===== config.mk =====
export PLATFORM = sky130hd
export DESIGN_NAME = log_bf16
export DESIGN_NICKNAME = d
export VERILOG_FILES = /design/src/rtl/log_bf16.sv
export SDC_FILE = /design/constraint.sdc
export NUM_CORES = 1
export LEC_CHECK = 0
export CORE_MARGIN = 2
export CORE_UTILIZATION = 55
export CTS_BUF_LIST = sky130_fd_sc_hd__clkbuf_16
export DETAILED_ROUTE_END_ITERATION = 10
export PLACE_DENSITY = 0.86
export SKIP_LAST_GASP = 1
export SYNTH_ARGS = -nofsm -noshare
export SYNTH_HDL_FRONTEND = slang
export SYNTH_SLANG_ARGS = --single-unit

===== constraint.sdc =====
create_clock -name clk -period 7.1 [get_ports clk]
set_input_delay 1.065 -clock clk [delete_from_list [all_inputs] [get_ports clk]]
set_output_delay 1.065 -clock clk [all_outputs]
set_load 0.02 [all_outputs]

===== src/rtl/log_bf16.sv =====
// Pipelined bfloat16 natural log: data_o = ln(data_i), 3 stages, valid/ready with sideband tag.
// Define LOG_ROUND_EN to round-to-nearest-even in the final stage instead of truncating.
module log_bf16 #(
  parameter int unsigned TAG_W = 4
) (
  input  logic             clk,
  input  logic             rst,
  input  logic             valid_i,
  output logic             ready_o,
  input  logic [15:0]      data_i,
  input  logic [TAG_W-1:0] tag_i,
  output logic             valid_o,
  input  logic             ready_i,
  output logic [15:0]      data_o,
  output logic [TAG_W-1:0] tag_o
);

  // Piecewise-linear ln(1.m) breakpoints, Q0.14.
  function automatic logic [13:0] seg_t(input logic [3:0] k);
    unique case (k)
      4'd0:    seg_t = 14'd0;
      4'd1:    seg_t = 14'd1930;
      4'd2:    seg_t = 14'd3656;
      4'd3:    seg_t = 14'd5218;
      4'd4:    seg_t = 14'd6643;
      4'd5:    seg_t = 14'd7955;
      4'd6:    seg_t = 14'd9169;
      4'd7:    seg_t = 14'd10299;
      4'd8:    seg_t = 14'd11357;
      default: seg_t = 14'd0;
    endcase
  endfunction

  logic             adv;
  logic             v1_q, v1_d, sp1_q, sp1_d;
  logic [15:0]      spv1_q, spv1_d;
  logic [7:0]       e1_q, e1_d;
  logic [13:0]      frac1_q, frac1_d;
  logic [TAG_W-1:0] tag1_q, tag1_d;
  logic             v2_q, v2_d, sp2_q, sp2_d;
  logic [15:0]      spv2_q, spv2_d;
  logic [23:0]      s2_q, s2_d;
  logic [TAG_W-1:0] tag2_q, tag2_d;
  logic             valid_q, valid_d;
  logic [15:0]      data_q, data_d;
  logic [TAG_W-1:0] tag_q, tag_d;

  logic [3:0]  k_lo, k_hi;
  logic [13:0] t_lo, t_hi, t_diff;
  logic [17:0] interp;
  logic [9:0]  ediff;
  logic [23:0] mag;
  logic [4:0]  lead;
  logic [20:0] norm;
  logic [6:0]  mant;
  logic [7:0]  expo;
  logic        unused_bits;

  assign adv     = ~valid_q | ready_i;
  assign ready_o = adv;
  assign valid_o = valid_q;
  assign data_o  = data_q;
  assign tag_o   = tag_q;

  // S1: classify specials and interpolate the mantissa segment.
  always_comb begin
    v1_d    = valid_i;
    tag1_d  = tag_i;
    e1_d    = data_i[14:7];
    k_lo    = {1'b0, data_i[6:4]};
    k_hi    = k_lo + 4'd1;
    t_lo    = seg_t(k_lo);
    t_hi    = seg_t(k_hi);
    t_diff  = t_hi - t_lo;
    interp  = 18'(t_diff) * 18'(data_i[3:0]);
    frac1_d = t_lo + 14'(interp >> 4);
    sp1_d   = 1'b0;
    spv1_d  = 16'h0000;
    if (data_i[14:7] == 8'd0) begin
      sp1_d  = 1'b1;
      spv1_d = 16'hFF80;
    end else if (data_i[15] || (data_i[14:7] == 8'hFF && data_i[6:0] != 7'd0)) begin
      sp1_d  = 1'b1;
      spv1_d = 16'h7FC0;
    end else if (data_i[14:7] == 8'hFF) begin
      sp1_d  = 1'b1;
      spv1_d = 16'h7F80;
    end
  end

  // S2: S = (e-127)*ln2 + frac in Q9.14; product low bits are sign-agnostic.
  always_comb begin
    v2_d   = v1_q;
    sp2_d  = sp1_q;
    spv2_d = spv1_q;
    tag2_d = tag1_q;
    ediff  = {2'b00, e1_q} - 10'd127;
    s2_d   = ({{14{ediff[9]}}, ediff} * 24'd11357) + {10'd0, frac1_q};
  end

  // S3: fixed-point to bf16 via leading-one normalisation.
  always_comb begin
    valid_d = v2_q;
    tag_d   = tag2_q;
    mag     = s2_q[23] ? -s2_q : s2_q;
    lead    = 5'd0;
    for (int i = 0; i < 21; i++) begin
      if (mag[i]) lead = 5'(i);
    end
    norm = mag[20:0] << (5'd20 - lead);
    mant = norm[19:13];
    expo = {3'b000, lead} + 8'd113;
`ifdef LOG_ROUND_EN
    if (norm[12] && ((|norm[11:0]) || mant[0])) begin
      if (mant == 7'h7F) begin
        mant = 7'd0;
        expo = expo + 8'd1;
      end else begin
        mant = mant + 7'd1;
      end
    end
`else
`endif
    if (sp2_q)             data_d = spv2_q;
    else if (s2_q == 24'd0) data_d = 16'h0000;
    else                   data_d = {s2_q[23], expo, mant};
  end

  assign unused_bits = ^{norm[20], norm[12:0], mag[23:21]};

  always_ff @(posedge clk) begin
    if (rst) begin
      v1_q    <= 1'b0;
      sp1_q   <= 1'b0;
      spv1_q  <= 16'h0000;
      e1_q    <= 8'd0;
      frac1_q <= 14'd0;
      tag1_q  <= '0;
      v2_q    <= 1'b0;
      sp2_q   <= 1'b0;
      spv2_q  <= 16'h0000;
      s2_q    <= 24'd0;
      tag2_q  <= '0;
      valid_q <= 1'b0;
      data_q  <= 16'h0000;
      tag_q   <= '0;
    end else if (adv) begin
      v1_q    <= v1_d;
      sp1_q   <= sp1_d;
      spv1_q  <= spv1_d;
      e1_q    <= e1_d;
      frac1_q <= frac1_d;
      tag1_q  <= tag1_d;
      v2_q    <= v2_d;
      sp2_q   <= sp2_d;
      spv2_q  <= spv2_d;
      s2_q    <= s2_d;
      tag2_q  <= tag2_d;
      valid_q <= valid_d;
      data_q  <= data_d;
      tag_q   <= tag_d;
    end
  end

endmodule


* Yosys cells after proc, flatten, opt, wreduce, memory -nomap -nowiden
Memories as Yosys holds them, arrays and structs flattened. Cells that the tools add are included. Widths: inputs -> output; s select.
Storage, ports and cells: register bits 111, latch bits 0, bits in writable memories 0, memory bits (read-only) 328, input port bits 24, output and inout port bits 22, word-level logic and storage cells 64, memories kept 2
Memory list:
- (name not given) | depth 16, bits a word 14, rd ports 1, clocked after memory_dff 0, wr ports 0, RTL line 20 | unique case (k)
- (name not given) | depth 8, bits a word 13, rd ports 1, clocked after memory_dff 0, wr ports 0, RTL line 20
Operators by class: add/subtract/negate cells 8, multiply operators 2, divide/modulo/power cells 0, $lt $le $gt $ge 0, equal/unequal tests 1, shift operators 1, multiplexer cells 29, bitwise operators 2, reduce and logical (&&, ||, !) cells 5
Operator list (count):
- $mux 5 | 19
- $mux 16 | 3
- $mux 15 | 2
- $add 24x14->24 | 1
- $logic_not 24->1 | 1
- $mul 9x15->24 const B | 1
- $mux 21 | 1
- $neg 21->21 | 1
- $shl 21x5->20 | 1
- $mul 14x4->18 | 1
- $add 14x14->14 | 1
- $sub 14x14->14 | 1
- $sub 8x7->9 const B | 1
- $add 5x7->8 const B | 1
- $eq 8x8->1 const B | 1
- $logic_not 8->1 | 1
- $reduce_bool 7->1 | 1
- $sub 5x5->5 const A | 1
- $add 3x1->4 const B | 1
- $mux 1 | 4
- $logic_and 1x1->1 | 1
- $logic_or 1x1->1 | 1
- $not 1->1 | 1
- $or 1x1->1 | 1

* Longest topological paths before layout
Gate-level depths: netlist (run 1).
depth in word-level cells 26, depth in mapped cells 38

* Worst setup path after synthesis (run 1)
Ideal clock, no wire load.
path kind input to register, start input data_i[4], end register frac1_q[12], library setup time 62 ps, arrival 7496 ps, setup slack -458 ps, stages on the path 36, path buffers 1, cell sequence clkbuf_1 -> inv_1 -> ha_1 -> o21ai_0 -> inv_1 -> ha_1 -> inv_1 -> a311oi_1 -> o21a_1 -> o21a_1 -> o21a_1 -> o21ai_0 -> a21o_1 -> a21oi_1 -> o21a_1 -> nor2_1 -> xnor2_1 -> and2_1 -> fa_1 -> inv_1 -> fa_1 -> inv_1 -> ha_1 -> or3_1 -> o31ai_1 -> nor2b_1 -> nor2_1 -> nor2b_1 -> nor3_1 -> nor2_1 -> ha_1 -> nand3_1 -> nand2_1 -> a41oi_1 -> or4_1 -> nand3_1
Between the ends: cells in the longest elaborated chain, start to end 5, elaborated cells between the ends (all ways) 6, those cells by class add/sub (3); mul (1); memory (2)
RTL lines:
- start, declared | RTL line 10 | input logic [15:0] data_i,
- $add 3x1->4 | RTL line 71 | k_hi = k_lo + 4'd1;
- $mem_v2 16x14
- $sub 14x14->14 | RTL line 74 | t_diff = t_hi - t_lo;
- $mul 14x4->18 | RTL line 75 | interp = 18'(t_diff) * 18'(data_i[3:0]);
- $add 14x14->14 * | RTL line 76 | frac1_d = t_lo + 14'(interp >> 4);
- end signal, assigned | RTL line 152 | frac1_q <= frac1_d;
- end, declared | RTL line 38 | logic [13:0] frac1_q, frac1_d;
Every way passes the cells marked *; elsewhere a longest branch is shown, timed or not. A chain may end at the register's enable or synchronous reset.

* Worst setup path after layout (run 1)
start input data_i[5], end register frac1_q[12]
Same word-level chain as after synthesis.

==> results.md, run 1 <==
- Combinational family with the most area after synthesis: adder cells
- Clock tree from TritonCTS: done
- Number of synthesized flops with an enable pin: 0
- Clock Skews: 8.88 ps
- Deepest clock path buffer count: 2
- Die width: 146 µm
- CTS buffer count: 9
- CP Max Fanout: 5
- RSZ-0062 raised after global routing: yes
- Origin of the worst min-delay path: tag2_q[3]
- Cells taking the most area after synthesis: sky130_fd_sc_hd__ha_1 16%, sky130_fd_sc_hd__dfxtp_1 15%, sky130_fd_sc_hd__fa_1 12%
- Buffer type at the clock tree root: sky130_fd_sc_hd__clkbuf_16
- Final Cycle Share: 1.01
- F_max: 140 MHz
- Syn avg cell area: 7.81 µm²
- Fraction of the yosys area taken by sequential cells: 0.149
- Worst flop-to-flop path startpoint: e1_q[1]
- Number of DRC violations after detailed-routing iteration 0: 782
- Post-synthesis cell area: 11100 µm²
- Data required time at the worst endpoint: 7400 ps
- Routed wire per std cell: 17.0 µm
- Synthesized net count: 1658
- Total grt overflow: 0
- Total power after layout: 0.00749 W
- Startpoint type of the worst setup path: input port
- HPWL after detailed placement: 22500 µm
- Depth of the most critical reg-to-reg path: 22
- Yosys Warn Count: 0
- Most frequent CP cell: sky130_fd_sc_hd__o21a_1
- Number of I/O port buffers: 45
- Outcome: finished with violations
- Total number of vias: 10600
- Yosys reg bits: 83
- Total setup violations reported at the end of the flow: 1
- Post-DR vias/cell: 5.84
- Worst-skew pair later-pin latency: 360 ps
- Power density over the cells: 563 nW/µm²
- Hold/Removal Path Class: flop to flop
- Initial antenna violation count: 0
- Leading post-synthesis cells by instance count: 190 x sky130_fd_sc_hd__nand2_1, 154 x sky130_fd_sc_hd__inv_1, 142 x sky130_fd_sc_hd__ha_1
- First-pass GRT wire length: 47700 µm
- # diodes: 0
- Layout cells sized above 1: 0.173
- CTS Hold Buffers Added: 0
- Main synth FF type: sky130_fd_sc_hd__dfxtp_1
- Total wire length: 30800 µm
- Layout overhead on the synthesized area: 19.4%
- Largest net degree at the start of global routing: 77
- Gate count of the mapped netlist: 1427
- Clock sink total: 83
- Weighted congestion reported at the end of routability-driven placement: 0.952
- Core Rows: 52
- Min setup slack post-route: -37.4 ps
- Clock period minus final worst setup slack: 7140 ps
- Destination of the worst hold path: tag2_q[3]
- Area of the core region: 20000 µm²
- Number of max-slew violations in the final report: 0
- Async S/R FF share, synth: 0
- All-layer global routing usage: 0.269
- Unique cell type count in the Yosys netlist: 96
- Hold violation total from the final report: 0
- Effective utilization at floorplan: 0.556
- Violations in the final reports: negative setup slack
- Count leader, synth: sky130_fd_sc_hd__nand2_1
- Die Height: 146 µm
- Number of H-tree levels: 3
- Net count reported at finish: 1767
- Clock slew at reported path FFs: 70 ps
- Count of TritonRoute iterations in the first routing pass: 7
- Crit path DAT: 7440 ps
- First element of the critical path: data_i[5]
- Library cell occupying the most area in the post-synthesis netlist: sky130_fd_sc_hd__ha_1
- Share of the synthesized netlist area taken by xor and xnor gates: 0.0672
- Highest cell delay on the worst timing path: 540 ps
- Worst hold path stage count: 2
- Capturing point of the worst reg2reg path: s2_q[20]
- Number of violations of the max-capacitance limit: 0
- Remaining antenna violation count: 0
- Critical path's slowest cell: sky130_fd_sc_hd__or4_1
- Fraction of synthesized cell area taken by the top area cell type: 0.159
- Reported leakage power: 6.12 nW
- Die area: 21400 µm²
- Final hold slack: 455 ps
- Number of placed I/O pins: 46
- Final core area utilization: 0.664
- Crit Path Class: input port to flop
- DR DRC count: 0
- Headroom to the max-slew limit: 0.361
- Simple-gate share of the synthesized area: 0.218
- Compound-Gate Fraction of Synth Area: 0.192
- Synthesized-area fraction occupied by adder cells: 0.276
- Worst IR drop on VDD: 0.302 mV
- Flop-to-flop setup slack: 540 ps
- Worst-margin pin slew: 951 ps
- Endpoint type of the worst setup path: flop
- Via count of the first global-routing pass: 10300
- Minimum setup slack after placement: -922 ps
- Post-synthesis mux area share: 0.0186
## registers in the layout, summed over array words and instances, names as in the netlist
signal   flops
data_o      16
e1_q         8
frac1_q     14
s2_q        24
sp1_q        1
spv1_q       2
spv2_q       3
tag1_q       4
tag2_q       4
tag_o        4
v1_q         1
v2_q         1
valid_o      1
## worst max-delay path: cells and delay by family
kind	cells	cell delay, ps
compound gates	10	1520
buf+inv	6	520
simple gates	13	2090
xor+xnor	1	200
fa+ha+maj	6	2050
## worst max path at each step
stage / to / depth (start not counted)
2_1_floorplan: frac1_q[12] / 36
3_3_place_gp: frac1_q[12] / 35
3_5_place_dp: frac1_q[11] / 38
4_1_cts: frac1_q[12] / 36
5_1_grt: frac1_q[12] / 36
6_report: frac1_q[12] / 36
## routing by layer
| layer | wire [µm] | GRT usage | vias to the layer above |
|---|---|---|---|
| li1 | - | - | 5093 |
| met1 | 12400 | 0.315 | 5046 |
| met2 | 15700 | 0.492 | 331 |
| met3 | 1260 | 0.0347 | 103 |
| met4 | 1440 | 0.119 | 0 |
| met5 | 0 | 0 | - |
## layout make-up
type	instances	area, µm²
fill	1632	6730
sequential	83	1660
clock buffer	9	225
clock inverter	7	52.6
timing repair buffer	169	1410
multi-input combinational	1117	9040
inverter	156	586
tap	270	338
## per-stage QoR
| step | TNS (ps) | instances | instance area [µm²] |
|---|---|---|---|
| floorplan | 0 | 1427 | 11300 |
| global placement | -3290 | 1784 | 12600 |
| detailed placement | -4870 | 1784 | 12600 |
| CTS | 0 | 1801 | 12900 |
| global route | -936 | 1811 | 13300 |
| finish | -37.4 | 1811 | 13300 |
## power by group
group	switching (W)	internal [W]
combinational	0.00337	0.00287
clock	0.000216	0.000239
sequential	0.000190	0.000608
total	0.00378	0.00371
## layout by cell type, fill, tap and decap left out, types with 17 or more instances in the layout
cell type	netlist	routed
sky130_fd_sc_hd__clkdlybuf4s50_1	0	41
sky130_fd_sc_hd__a211oi_1	17	17
sky130_fd_sc_hd__nand2_1	190	186
sky130_fd_sc_hd__dfxtp_1	83	82
sky130_fd_sc_hd__buf_4	1	119
sky130_fd_sc_hd__o21ai_0	52	40
sky130_fd_sc_hd__nand3_1	28	23
sky130_fd_sc_hd__fa_1	65	64
sky130_fd_sc_hd__nor2_1	105	100
sky130_fd_sc_hd__and2_1	39	34
sky130_fd_sc_hd__ha_1	142	128
sky130_fd_sc_hd__xnor2_1	47	43
sky130_fd_sc_hd__xor2_1	33	32
sky130_fd_sc_hd__nor3_1	29	24
sky130_fd_sc_hd__inv_1	154	147
sky130_fd_sc_hd__a21oi_1	100	96
## cells by family (layout without fill, tap and decap cells)
logic type | after synthesis | after routing
and+or+nand+nor | 495 | 495
AOI/OAI and AO/OA | 314 | 314
buffers and inverters | 227 | 341
DFF | 83 | 83
xor gates and xnor gates | 83 | 83
adders and majority gates | 207 | 207
muxes | 18 | 18
## what timing repair did
action | CTS | global route
setup buffers | 1 | 11
endpoints found under the setup margin | 7 | 5
pin swaps | 6 | 49
cloned | 0 | 0
gates resized for setup | 22 | 82
No activity file was read; power rests on OpenSTA's default activity.
==> inputs of run 2 (changes only) <==
--- a/config.mk
+++ b/config.mk
@@ -5,11 +5,13 @@
 export SDC_FILE = /design/constraint.sdc
 export NUM_CORES = 1
 export LEC_CHECK = 0
+export CORE_ASPECT_RATIO = 0.7
 export CORE_MARGIN = 2
 export CORE_UTILIZATION = 55
 export CTS_BUF_LIST = sky130_fd_sc_hd__clkbuf_16
 export DETAILED_ROUTE_END_ITERATION = 10
 export PLACE_DENSITY = 0.86
+export REMOVE_ABC_BUFFERS = 1
 export SKIP_LAST_GASP = 1
 export SYNTH_ARGS = -nofsm -noshare
 export SYNTH_HDL_FRONTEND = slang
==> run 2 against run 1 <==
The flow still finishes with violations (negative setup slack). Sequential cell count unchanged. Die area about the same. Final cell count increased by 1.2%. Hold slack got worse by 2.6 ps. Fmax decreased by 1.9%. First-iteration DRC count increased by 89%. Via count increased by 7.0%. Critical endpoint unchanged. Highest routed layer unchanged.
==> results.md, run 2 (synthesized netlist as in run 1, its figures left out) <==
- Highest-count cells in the layout ignoring fill and taps: 189 x sky130_fd_sc_hd__nand2_1, 143 x sky130_fd_sc_hd__inv_1, 137 x sky130_fd_sc_hd__buf_4
- Clock slew at reported path FFs: 80 ps (about the same)
- Hold/Removal Path Class: flop to flop
- Clock tree from TritonCTS: done
- Initial antenna violation count: 0 (unchanged)
- Effective utilization at floorplan: 0.562 (+0.00522)
- Number of violations of the max-capacitance limit: 0 (unchanged)
- # diodes: 0 (unchanged)
- Largest net degree at the start of global routing: 77 (unchanged)
- Area of the core region: 19900 µm² (-0.93%)
- Number of DRC violations after detailed-routing iteration 0: 1481 (+89%)
- Worst hold path stage count: 2 (unchanged)
- Via count of the first global-routing pass: 10400 (+1.1%)
- Crit-path leading delay family: simple AND/OR/NAND/NOR gates
- Sequential cell area: 1660 µm² (unchanged)
- Outcome: finished with violations
- Deepest clock path buffer count: 2 (unchanged)
- Number of H-tree levels: 3 (unchanged)
- CTS buffer count: 9 (unchanged)
- Number of buffers and inverters on the critical path: 6 (unchanged)
- Buffer type at the clock tree root: sky130_fd_sc_hd__clkbuf_16
- Number of inserted filler cells in the final layout: 1444 (-12%)
- Count of TritonRoute iterations in the first routing pass: 6 (-1)
- Layout overhead on the synthesized area: 22.6%
- Endpoint type of the worst setup path: flop
- Layout cells sized above 1: 0.200 (+0.0270)
- Critical path's slowest cell: sky130_fd_sc_hd__fa_1
- Final Cycle Share: 1.02 (+0.0190)
- Total number of vias: 11300 (+7.0%)
- Startpoint type of the worst setup path: input port
- Crit path DAT: 7570 ps (+130 ps)
- Commonest non-fill, non-tap cell in the layout: sky130_fd_sc_hd__nand2_1
- Highest metal layer used by the detailed router: met4
- Met2 layer wire length in the routed design: 15700 µm (+0.28%)
- Total negative slack for setup checks: -412 ps (-375 ps)
- Max reg flops: 24 (unchanged)
- Die Height: 123 µm (-16%)
- Violations in the final reports: negative setup slack
- Number of I/O port buffers: 45 (unchanged)
- Crit Path Class: input port to flop
- Clock Skews: 16.6 ps (+7.75 ps)
- Routed wire per std cell: 19.7 µm (+16%)
- Depth of the most critical reg-to-reg path: 22 (unchanged)
- Total setup violations reported at the end of the flow: 4 (+3)
- DR DRC count: 0 (unchanged)
- Flop-to-flop setup slack: 560 ps (+20 ps)
- Highest cell delay on the worst timing path: 510 ps (-30 ps)
- CP Max Fanout: 4 (-1)
- Area of the multi-input gates: 9200 µm² (+1.7%)
- Min setup slack post-route: -173 ps (-135 ps)
- Clock period minus final worst setup slack: 7270 ps (+135 ps)
- Total wire length: 36100 µm (+17%)
- All-layer global routing usage: 0.309 (+0.0400)
- Number of placed I/O pins: 46 (unchanged)
- First-pass GRT wire length: 53000 µm (+11%)
- Destination of the worst hold path: tag2_q[2]
- Net count reported at finish: 1789 (+1.2%)
- Hold violation total from the final report: 0 (unchanged)
- Data required time at the worst endpoint: 7400 ps (about the same)
- Most frequent CP cell: sky130_fd_sc_hd__o21a_1
- Number of cells on the critical path: 38 (+5.6%)
- Worst-skew pair later-pin latency: 370 ps (about the same)
- Length of routed met3 wiring: 4110 µm (+230%)
- Remaining antenna violation count: 0 (unchanged)
- Number of max-slew violations in the final report: 0 (unchanged)
- Clock sink total: 83 (unchanged)
- Origin of the worst min-delay path: tag1_q[2]
- Top register by number of flip-flops: s2_q
- Die width: 174 µm (+19%)
- CTS Hold Buffers Added: 0 (unchanged)
- Capturing point of the worst reg2reg path: s2_q[20]
- Die area: 21400 µm² (about the same)
- Minimum setup slack after placement: -1130 ps (-207 ps)
- F_max: 138 MHz (-1.9%)
- Worst-margin pin slew: 1050 ps (+98.8 ps)
- RSZ-0062 raised after global routing: yes
- Weighted congestion reported at the end of routability-driven placement: 0.982 (+3.1%)
- Post-DR vias/cell: 6.17 (+5.7%)
- Total grt overflow: 0 (unchanged)
- Headroom to the max-slew limit: 0.295 (-0.0661)
- HPWL after detailed placement: 24300 µm (+8.1%)
- Worst flop-to-flop path startpoint: e1_q[0]
- Routed met1 length: 14800 µm (+19%)
- Core Rows: 43 (-17%)
[run 2: worst max path at each step]
stage	slack, ps	startpoint	end
after floorplan	-270	data_i[4]	frac1_q[12]
after global routing	-310	data_i[4]	frac1_q[11]
final	-170	data_i[5]	frac1_q[12]
after detailed placement	-1130	data_i[5]	frac1_q[13]
after global placement	-830	data_i[5]	frac1_q[13]
after CTS	20	data_i[5]	frac1_q[12]
[run 2: final cells by class]
| class | count | share of cell area |
|---|---|---|
| clock inverters | 7 | 0.00558 |
| multi-input cells | 1117 | 0.673 |
| inverters | 156 | 0.0430 |
| well taps | 270 | 0.0247 |
| clock buffers | 9 | 0.0165 |
| repair buffers | 191 | 0.116 |
| flip-flops and latches | 83 | 0.122 |
[run 2: per-stage QoR]
| step | instance area, µm² | utilization | cells | hold slack [ps] |
|---|---|---|---|---|
| floorplan | 10800 | - | 1356 | 425 |
| global placement | 12600 | 0.633 | 1793 | 439 |
| detailed placement | 12600 | 0.633 | 1793 | 445 |
| CTS | 13100 | 0.661 | 1822 | 454 |
| global route | 13700 | 0.689 | 1833 | 470 |
| finish | 13700 | 0.689 | 1833 | 452 |
[run 2: repair_timing]
action,in CTS,in global routing
setup buffers,13,12
pin swaps,37,78
resized for setup,65,97
setup endpoints to repair,8,7
[run 2: worst register-to-register path, stage by stage (launching register included)]
cell and delay [ps]:
sky130_fd_sc_hd__dfxtp_1 520, sky130_fd_sc_hd__ha_1 250, sky130_fd_sc_hd__nand3_1 120, sky130_fd_sc_hd__nor2_1 210, sky130_fd_sc_hd__xnor2_1 230, sky130_fd_sc_hd__inv_1 240
sky130_fd_sc_hd__fa_1 560, sky130_fd_sc_hd__fa_1 570, sky130_fd_sc_hd__inv_1 60, sky130_fd_sc_hd__fa_1 540, sky130_fd_sc_hd__inv_1 50, sky130_fd_sc_hd__fa_1 480
sky130_fd_sc_hd__fa_1 530, sky130_fd_sc_hd__ha_1 370, sky130_fd_sc_hd__and3_1 200, sky130_fd_sc_hd__a21oi_1 100, sky130_fd_sc_hd__o21ai_0 180, sky130_fd_sc_hd__o211a_1 290
sky130_fd_sc_hd__o31a_1 320, sky130_fd_sc_hd__nor3_1 150, sky130_fd_sc_hd__o21bai_1 100, sky130_fd_sc_hd__xnor2_1 160, sky130_fd_sc_hd__a211oi_1 230
[run 2: metal layers]
layer | global-route usage | vias to the layer above
met5 | 0 | -
met4 | 0.0846 | 0
met3 | 0.0843 | 155
met2 | 0.476 | 699
met1 | 0.429 | 5328
li1 | - | 5134
Power of run 2 is not shown: default switching activity piles up to over one toggle a cycle in this logic, so the estimate is an artifact.
==> inputs of run 3 (changes only) <==
--- a/config.mk
+++ b/config.mk
@@ -9,6 +9,7 @@
 export CORE_MARGIN = 2
 export CORE_UTILIZATION = 55
 export CTS_BUF_LIST = sky130_fd_sc_hd__clkbuf_16
+export CTS_CLUSTER_DIAMETER = 30
 export DETAILED_ROUTE_END_ITERATION = 10
 export PLACE_DENSITY = 0.86
 export REMOVE_ABC_BUFFERS = 1
==> results of run 3 <==
Final layout, timing and power as in run 2 (identical DEF).
Power of run 3 is left out for the same reason.
